File: config.mk
export PLATFORM = sky130hd
export DESIGN_NAME = param_alu_flat
export DESIGN_NICKNAME = d
export VERILOG_FILES = /design/src/rtl/param_alu_if.sv /design/src/rtl/param_alu.sv /design/src/flat_wrapper.sv
export SDC_FILE = /design/constraint.sdc
export NUM_CORES = 1
export LEC_CHECK = 0
export CORE_AREA = 2 2 116 118
export DETAILED_ROUTE_END_ITERATION = 10
export DIE_AREA = 0 0 118 120
export GPL_ROUTABILITY_DRIVEN = 0
export PLACE_DENSITY = 0.6
export SLEW_MARGIN = 20
export SYNTH_ARGS = -nofsm -noshare
export SYNTH_HDL_FRONTEND = slang
export SYNTH_SLANG_ARGS = --single-unit
File: constraint.sdc
create_clock -name clk -period 7.3 [get_ports clk]
set_input_delay 2.19 -clock clk [delete_from_list [all_inputs] [get_ports clk]]
set_output_delay 2.19 -clock clk [all_outputs]
set_load 0.005 [all_outputs]
File: src/rtl/param_alu_if.sv
// Request/response bundle for param_alu. PARAM_ALU_STATUS_EN adds the zero/neg status outputs.
interface param_alu_if #(
  parameter int WIDTH = 8
);
  logic                 start;
  logic [2:0]           op;
  logic [WIDTH-1:0]     A;
  logic [WIDTH-1:0]     B;
  logic                 busy;
  logic                 done;
  logic                 err;
  logic [2*WIDTH-1:0]   result;
`ifdef PARAM_ALU_STATUS_EN
  logic                 zero;
  logic                 neg;

  modport slave  (input  start, op, A, B, output busy, done, err, result, zero, neg);
  modport master (output start, op, A, B, input  busy, done, err, result, zero, neg);
`else
  modport slave  (input  start, op, A, B, output busy, done, err, result);
  modport master (output start, op, A, B, input  busy, done, err, result);
`endif
endinterface

File: src/rtl/param_alu.sv
// Parametrised ALU: single-cycle add/sub/and/xor, multiply over MUL_STAGES cycles.
// Optional zero/neg status outputs under PARAM_ALU_STATUS_EN.
module param_alu #(
  parameter int WIDTH      = 8,
  parameter int MUL_STAGES = 3
) (
  input  logic        clk,
  input  logic        reset_n,
  param_alu_if.slave  bus
);
  localparam int RW = 2 * WIDTH;
  localparam int CW = $clog2(MUL_STAGES + 1);

  localparam logic [0:0] S_IDLE    = 1'b0;
  localparam logic [0:0] S_MUL_RUN = 1'b1;

  localparam logic [2:0] OP_NOP = 3'b000;
  localparam logic [2:0] OP_ADD = 3'b001;
  localparam logic [2:0] OP_AND = 3'b010;
  localparam logic [2:0] OP_XOR = 3'b011;
  localparam logic [2:0] OP_MUL = 3'b100;
  localparam logic [2:0] OP_SUB = 3'b101;

  logic [0:0]    r_state;
  logic [CW-1:0] r_cnt;
  logic          r_done;
  logic          r_err;
  logic [RW-1:0] r_result;

  logic [RW-1:0] w_a;
  logic [RW-1:0] w_b;
  logic [RW-1:0] w_prod;
  logic [RW-1:0] w_res;
  logic [RW-1:0] w_mul_out;
  logic          w_acc;
  logic          w_ill;
  logic          w_multi;

  assign w_a     = {{WIDTH{1'b0}}, bus.A};
  assign w_b     = {{WIDTH{1'b0}}, bus.B};
  assign w_prod  = w_a * w_b;
  assign w_acc   = bus.start && (r_state == S_IDLE) && (bus.op != OP_NOP);
  assign w_ill   = (bus.op[2:1] == 2'b11);
  // A one-stage multiply completes like any other single-cycle op.
  assign w_multi = (bus.op == OP_MUL) && (MUL_STAGES > 1);

  always_comb begin
    w_res = '0;
    case (bus.op)
      OP_ADD:  w_res = w_a + w_b;
      OP_AND:  w_res = w_a & w_b;
      OP_XOR:  w_res = w_a ^ w_b;
      OP_MUL:  w_res = w_prod;
      OP_SUB:  w_res = w_a - w_b;
      default: w_res = '0;
    endcase
  end

  // Product pipeline: stage k holds the product k cycles after accept.
  generate
    if (MUL_STAGES > 1) begin : g_pipe
      logic [MUL_STAGES-2:0][RW-1:0] r_pipe;
      always_ff @(posedge clk) begin
        if (!reset_n) begin
          r_pipe <= '0;
        end else begin
          if (w_acc && w_multi) r_pipe[0] <= w_prod;
          for (int i = 1; i < MUL_STAGES - 1; i++) r_pipe[i] <= r_pipe[i-1];
        end
      end
      assign w_mul_out = r_pipe[MUL_STAGES-2];
    end else begin : g_nopipe
      assign w_mul_out = w_prod;
    end
  endgenerate

  always_ff @(posedge clk) begin
    if (!reset_n) begin
      r_state  <= S_IDLE;
      r_cnt    <= '0;
      r_done   <= 1'b0;
      r_err    <= 1'b0;
      r_result <= '0;
    end else begin
      r_done <= 1'b0;
      r_err  <= 1'b0;
      case (r_state)
        S_IDLE: begin
          if (w_acc) begin
            if (w_multi) begin
              r_state <= S_MUL_RUN;
              r_cnt   <= CW'(MUL_STAGES - 1);
            end else begin
              r_done   <= 1'b1;
              r_err    <= w_ill;
              r_result <= w_res;
            end
          end
        end
        S_MUL_RUN: begin
          r_cnt <= r_cnt - 1'b1;
          if (r_cnt == CW'(1)) begin
            r_state  <= S_IDLE;
            r_done   <= 1'b1;
            r_result <= w_mul_out;
          end
        end
        default: r_state <= S_IDLE;
      endcase
    end
  end

  assign bus.busy   = (r_state == S_MUL_RUN);
  assign bus.done   = r_done;
  assign bus.err    = r_err;
  assign bus.result = r_result;

`ifdef PARAM_ALU_STATUS_EN
  logic r_zero;
  logic r_neg;

  // Status tracks the value written to result in the same cycle.
  always_ff @(posedge clk) begin
    if (!reset_n) begin
      r_zero <= 1'b0;
      r_neg  <= 1'b0;
    end else if (r_state == S_IDLE) begin
      if (w_acc && !w_multi) begin
        r_zero <= (w_res == '0);
        r_neg  <= (bus.op == OP_SUB) && w_res[RW-1];
      end
    end else if (r_cnt == CW'(1)) begin
      r_zero <= (w_mul_out == '0);
      r_neg  <= 1'b0;
    end
  end

  assign bus.zero = r_zero;
  assign bus.neg  = r_neg;
`endif
endmodule

File: src/flat_wrapper.sv
// flat-port wrapper written by rule: the top's interface ports become plain ports
module param_alu_flat 
#(
  parameter int WIDTH      = 8,
  parameter int MUL_STAGES = 3
)
  (clk, reset_n, bus_start, bus_op, bus_A, bus_B, bus_busy, bus_done, bus_err, bus_result);
  param_alu_if #(.WIDTH(WIDTH)) bus_i ();
  input  logic clk;
  input  logic reset_n;
  input wire logic [$bits(bus_i.start)-1:0] bus_start;
  input wire logic [$bits(bus_i.op)-1:0] bus_op;
  input wire logic [$bits(bus_i.A)-1:0] bus_A;
  input wire logic [$bits(bus_i.B)-1:0] bus_B;
  output wire logic [$bits(bus_i.busy)-1:0] bus_busy;
  output wire logic [$bits(bus_i.done)-1:0] bus_done;
  output wire logic [$bits(bus_i.err)-1:0] bus_err;
  output wire logic [$bits(bus_i.result)-1:0] bus_result;
  assign bus_i.start = bus_start;
  assign bus_i.op = bus_op;
  assign bus_i.A = bus_A;
  assign bus_i.B = bus_B;
  assign bus_busy = bus_i.busy;
  assign bus_done = bus_i.done;
  assign bus_err = bus_i.err;
  assign bus_result = bus_i.result;
  param_alu #(.WIDTH(WIDTH), .MUL_STAGES(MUL_STAGES)) u_core (.clk(clk), .reset_n(reset_n), .bus(bus_i));
endmodule
Word level (Yosys, flattened, before mapping)
Index checks and enable logic that the tools add are counted.

storage, ports and cells
  input bits = 22
  output and inout port bits = 19
  logic and storage cells = 50
  flip-flop bits (word level) = 53

cells by class
  reductions and logical operators = 7
  multipliers = 1
  equal/unequal tests = 11
  bitwise operators = 5
  $add $sub $neg = 3
  mux-type cells = 16

operators by type and width
  operator                                        number
  one-hot mux 16 bit (4 select lines)             1
  2-to-1 mux 16 bit                               3
  one-hot mux 16 bit (2 select lines)             1
  multiplier 8 x 8 -> 16 bit                      1
  adder 8 x 8 -> 9 bit                            1
  subtractor 8 x 8 -> 9 bit                       1
  bitwise AND 8 bit                               1
  bitwise XOR 8 bit                               1
  == test 3 x 2 -> 1 bit (second input constant)  2
  == test 3 bit (second input constant)           2
  2-to-1 mux 1 bit                                6
  2-to-1 mux 2 bit                                2
  != test 2 x 1 -> 1 bit (second input constant)  2
  != test 2 bit (second input constant)           2
  one-hot mux 1 bit (2 select lines)              2
  one-hot mux 2 bit (2 select lines)              1
  OR reduction 4 bit                              1
  == test 3 x 1 -> 1 bit (second input constant)  1
  logical AND 1 bit                               3
  inverter 1 bit                                  3
  AND reduction 3 bit                             1
  nonzero test 3 bit                              1
  == test 2 x 1 -> 1 bit (second input constant)  1
  == test 2 bit (second input constant)           1
  other kinds (2)                                 2

Longest topological paths before layout
  word-level depth = 5
  mapped depth = 16
  gate-level depth less buffers = 16

Worst setup path after synthesis
No wires, ideal clock.

  path type = input port to flip-flop
  start = input port bus_B[4]
  end = register u_core.g_pipe.r_pipe[15] (netlist name)
  arrival time = 5867 ps
  setup time = 118 ps
  path slack = 1316 ps
  buffers on the path = 0
  cell stages on the path = 13
  cell sequence = ha_1 fa_1 fa_1 fa_1 inv_1 fa_1 inv_1 ha_1 o21a_1 nor2_1 a2111oi_2 or4_1 o2111a_1

between the ends
  longest elaborated chain between the ends = 1

RTL lines
  element                     line                RTL
  start: declaration          flat_wrapper.sv:14  input wire logic [$bits(bus_i.B)-1:0] bus_B;
  multiplier 8 x 8 -> 16 bit  param_alu.sv:41     assign w_prod = w_a * w_b;
  end: declaration            param_alu.sv:62     logic [MUL_STAGES-2:0][RW-1:0] r_pipe;

No other way between the ends.
A chain may end at the register's enable or synchronous reset.

Final worst setup path
  start = input port bus_A[4]
  end = register u_core.g_pipe.r_pipe[15] (netlist name)

between the ends
  longest elaborated chain between the ends = 1

RTL lines
  element                     line                RTL
  start: declaration          flat_wrapper.sv:13  input wire logic [$bits(bus_i.A)-1:0] bus_A;
  multiplier 8 x 8 -> 16 bit  param_alu.sv:41

No other way between the ends.

==> impl_metrics.csv <==
group,metric,value,unit
outcome,status,"finished clean",
yosys,syn-cell-area,5030,um2
setup_path,reg2reg_to,"u_core.bus.result[8]",
min_path,hp-class,"flop to flop",
routing,wl,12.3,mm
routing,detail_route.first_pass.iterations,4,
die,core_area,13000,um2
setup_path,rr_startpoint,"u_core.bus.busy",
yosys,ys.flop_type,"dfxtp_1",
routing,vias,4183,
cts,cts.sinks,53,
min_path,holdPathEnd,"u_core.w_mul_out[5]",
place,place_worst_setup_slack,0.434,ns
cts,clk_latency,0.29,ns
cts,post-cts-setup-buffer-count,0,
finish,fillers,1323,
yosys,ys_types,67,
yosys,synth_seq_cells,53,
routing,wl_met1,5.55,mm
routing,vias_per_cell,5.38,
cts,cts_max_level,2,
global_route,first_global_vias,4478,
sta,min_period_over_period,89.8,%
setup_path,critical_path_class,"input port to flop",
place,dp_hpwl,9.76,mm
setup_path,ff2ff_path_depth,5,
yosys,yosysMostFrequentCell,"and2_1",
setup_path,slowest_stage,"fa_1",
yosys,yosysTopAreaCell,"dfxtp_1",
setup_path,reg2reg_slack,4.92,ns
routing,ant_nets,0,
sta,fmax,0.153,GHz
finish,utilization,44.3,%
power,power.leakage,0.00253,uW
sta,fin_crit,6.55,ns
sta,setup_ws,0.746,ns
sta,rsz0062_at_grt,"false",
die,io_pins,41,
global_route,grtUsageTotal,18.1,%
yosys,synth_edf_count,0,
job,maxCapViolCount,0,
global_route,grt-ovfl-total,0,
power,power_density,204,nW/um2
die,initial_core_util,38.7,%
yosys,syn_area_per_cell,8.79,um2
setup_path,required,7.48,ns
cts,cts_resized,0,
yosys,netlist_instances,572,
sta,tightest_slew,0.908,ns
yosys,yosys-top-cells-area,"dfxtp_1, fa_1, ha_1",
min_path,hp-start,"u_core.g_pipe.r_pipe[5]",
yosys,ys_seq_area_share,21.1,%
global_route,grt_pass1_wl,21.0,mm
sta,max-slew-margin-rel,39.5,%
routing,dr.first_iter.drc_count,275,
setup_path,cp_data_arrival_time,6.74,ns
sta,maxSlewViolCount,0,
yosys,yosys_warnings,0,
setup_path,cp_slowest_stage_delay,0.59,ns
setup_path,worstSetupStartpointType,"input port",
routing,wl_met2,5.98,mm
setup_path,crit_path_cell_trace,"clkdlybuf4s50_1 -> ha_1 -> fa_1 -> fa_1 -> fa_1 -> inv_1 -> fa_1 -> inv_1 -> ha_1 -> o21a_1 -> nor2_1 -> a2111oi_2 -> or4_1 -> o2111a_1",
routing,dr_wl_met3,438,um
finish,finalNonFillerCells,778,
sta,fin_skew,0.00720,ns
finish,final-seq-area,1060,um2
yosys,syn_nets,685,
setup_path,worstSetupEndpointType,"flop",
cts,numCtsBuffers,5,
die,die_area,14200,um2
finish,area_delta_synth_final,14.4,%
finish,num_antenna_cells,0,
die,rows,42,
routing,routed.top_layer,"met4",
routing,drc,0,
die,die-height,120,um
power,peakVddDrop,0.101,mV
sta,hold_viol,0,
setup_path,cpMostUsedCell,"fa_1",
cts,root_buffer,"clkbuf_16",
finish,drive_above_1_share,4.32,%
yosys,synth_common_cells,"and2_1, inv_1, dfxtp_1, ha_1, fa_1",
place,dp.cells,770,
yosys,synth_top_area_share,21.1,%
finish,final_nets,714,
die,die_w,118,um
finish,multiInputGateArea,3610,um2
place,port_buffers,40,
setup_path,crit_path_max_fanout,9,
cts,clk_pin_slew,0.07,ns
routing,routedWlPerCell,15.8,um
yosys,synthArstFlopShare,0,%
global_route,grt_max_degree,62,
min_path,whs_path_depth,1,
cts,cts_tree,"built",
cts,hold_buffers,0,
global_route,antenna_found_initial,0,
cts,cts_buffer_depth,2,
sta,setup_viol,0,
sta,tns,0,ns
[area by class of cell]
type	instances	area share, %
clock buffers	5	2.18
clock inverters	3	1.13
inverters	67	4.37
multi-input cells	431	62.7
flip-flops and latches	53	18.4
well taps	176	3.83
repair buffers	43	7.35
[cells in the final DEF (no fill, tap or decap), drive strengths merged, types with 3 or more instances in the layout]
| cell | count |
|---|---|
| nor2b | 13 |
| mux2i | 7 |
| o21bai | 3 |
| o21a | 5 |
| o21ai | 31 |
| a221o | 4 |
| fa | 38 |
| a32o | 7 |
| xor2 | 5 |
| nand2b | 4 |
| buf | 3 |
| nand4 | 6 |
| inv | 67 |
| nor2 | 31 |
| nand2 | 31 |
| nor3b | 5 |
| a21boi | 7 |
| dfxtp | 53 |
| o211ai | 8 |
| o31ai | 3 |
| xnor2 | 5 |
| ha | 53 |
| a211oi | 9 |
| clkdlybuf4s50 | 40 |
| clkbuf | 5 |
| a21oi | 26 |
| a31oi | 6 |
| a21o | 7 |
| nand3b | 3 |
| o221ai | 3 |
| and2 | 67 |
| or3 | 4 |
| nor3 | 7 |
| nand3 | 5 |
[registers in the layout (all words and copies together), names as in the netlist]
name and flops:
u_core.bus.busy 1, u_core.bus.done 1, u_core.bus.err 1, u_core.bus.result 16, u_core.g_pipe.r_pipe 16, u_core.r_cnt 2, u_core.w_mul_out 16
[report_power, final]
part / total, uW / switching (uW) / internal (uW)
sequential: 310 / 6.47 / 303
combinational: 566 / 327 / 238
clock: 299 / 103 / 196
total: 1170 / 437 / 737
[stage by stage]
stage | hold slack (ns) | area, um2 | power (uW)
2_1_floorplan | 0.420 | 5030 | 738
3_3_place_gp | 0.435 | 5560 | 877
3_5_place_dp | 0.435 | 5560 | 881
4_1_cts | 0.447 | 5750 | 1180
5_1_grt | 0.468 | 5750 | 1280
6_report | 0.447 | 5750 | 1170
[cells by family after synthesis]
family	after synthesis	synth area share (%)
xor+xnor	10	1.74
simple gates	184	20.9
compound gates	138	19.1
fa+ha+maj	91	28.3
flops	53	21.1
buf+inv	88	7.17
mux	8	1.62
[worst max-delay path: cells and delay by family]
| family | cells | cell delay (ns) |
|---|---|---|
| AND/OR/NAND/NOR | 2 | 0.64 |
| AO/OA/AOI/OAI | 3 | 0.43 |
| buffers and inverters | 3 | 0.66 |
| adder cells (fa/ha/maj) | 6 | 2.80 |
[layer usage]
layer | vias to the layer above | track usage (%)
li1 | 2024 | -
met1 | 2064 | 22.3
met2 | 73 | 32.3
met3 | 22 | 2.52
met4 | 0 | 6.25
met5 | - | 0
[worst max path at each step]
stage,start,to,slack (ns)
finish,bus_A[4],u_core.g_pipe.r_pipe[15],0.75
CTS,bus_A[4],u_core.g_pipe.r_pipe[15],0.74
detailed placement,bus_A[4],u_core.g_pipe.r_pipe[15],0.43
global route,bus_B[7],u_core.g_pipe.r_pipe[12],0.50
global placement,bus_B[2],u_core.g_pipe.r_pipe[15],0.55
floorplan,bus_B[4],u_core.g_pipe.r_pipe[15],1.32
Note: power is estimated with default switching activity, not from simulation.
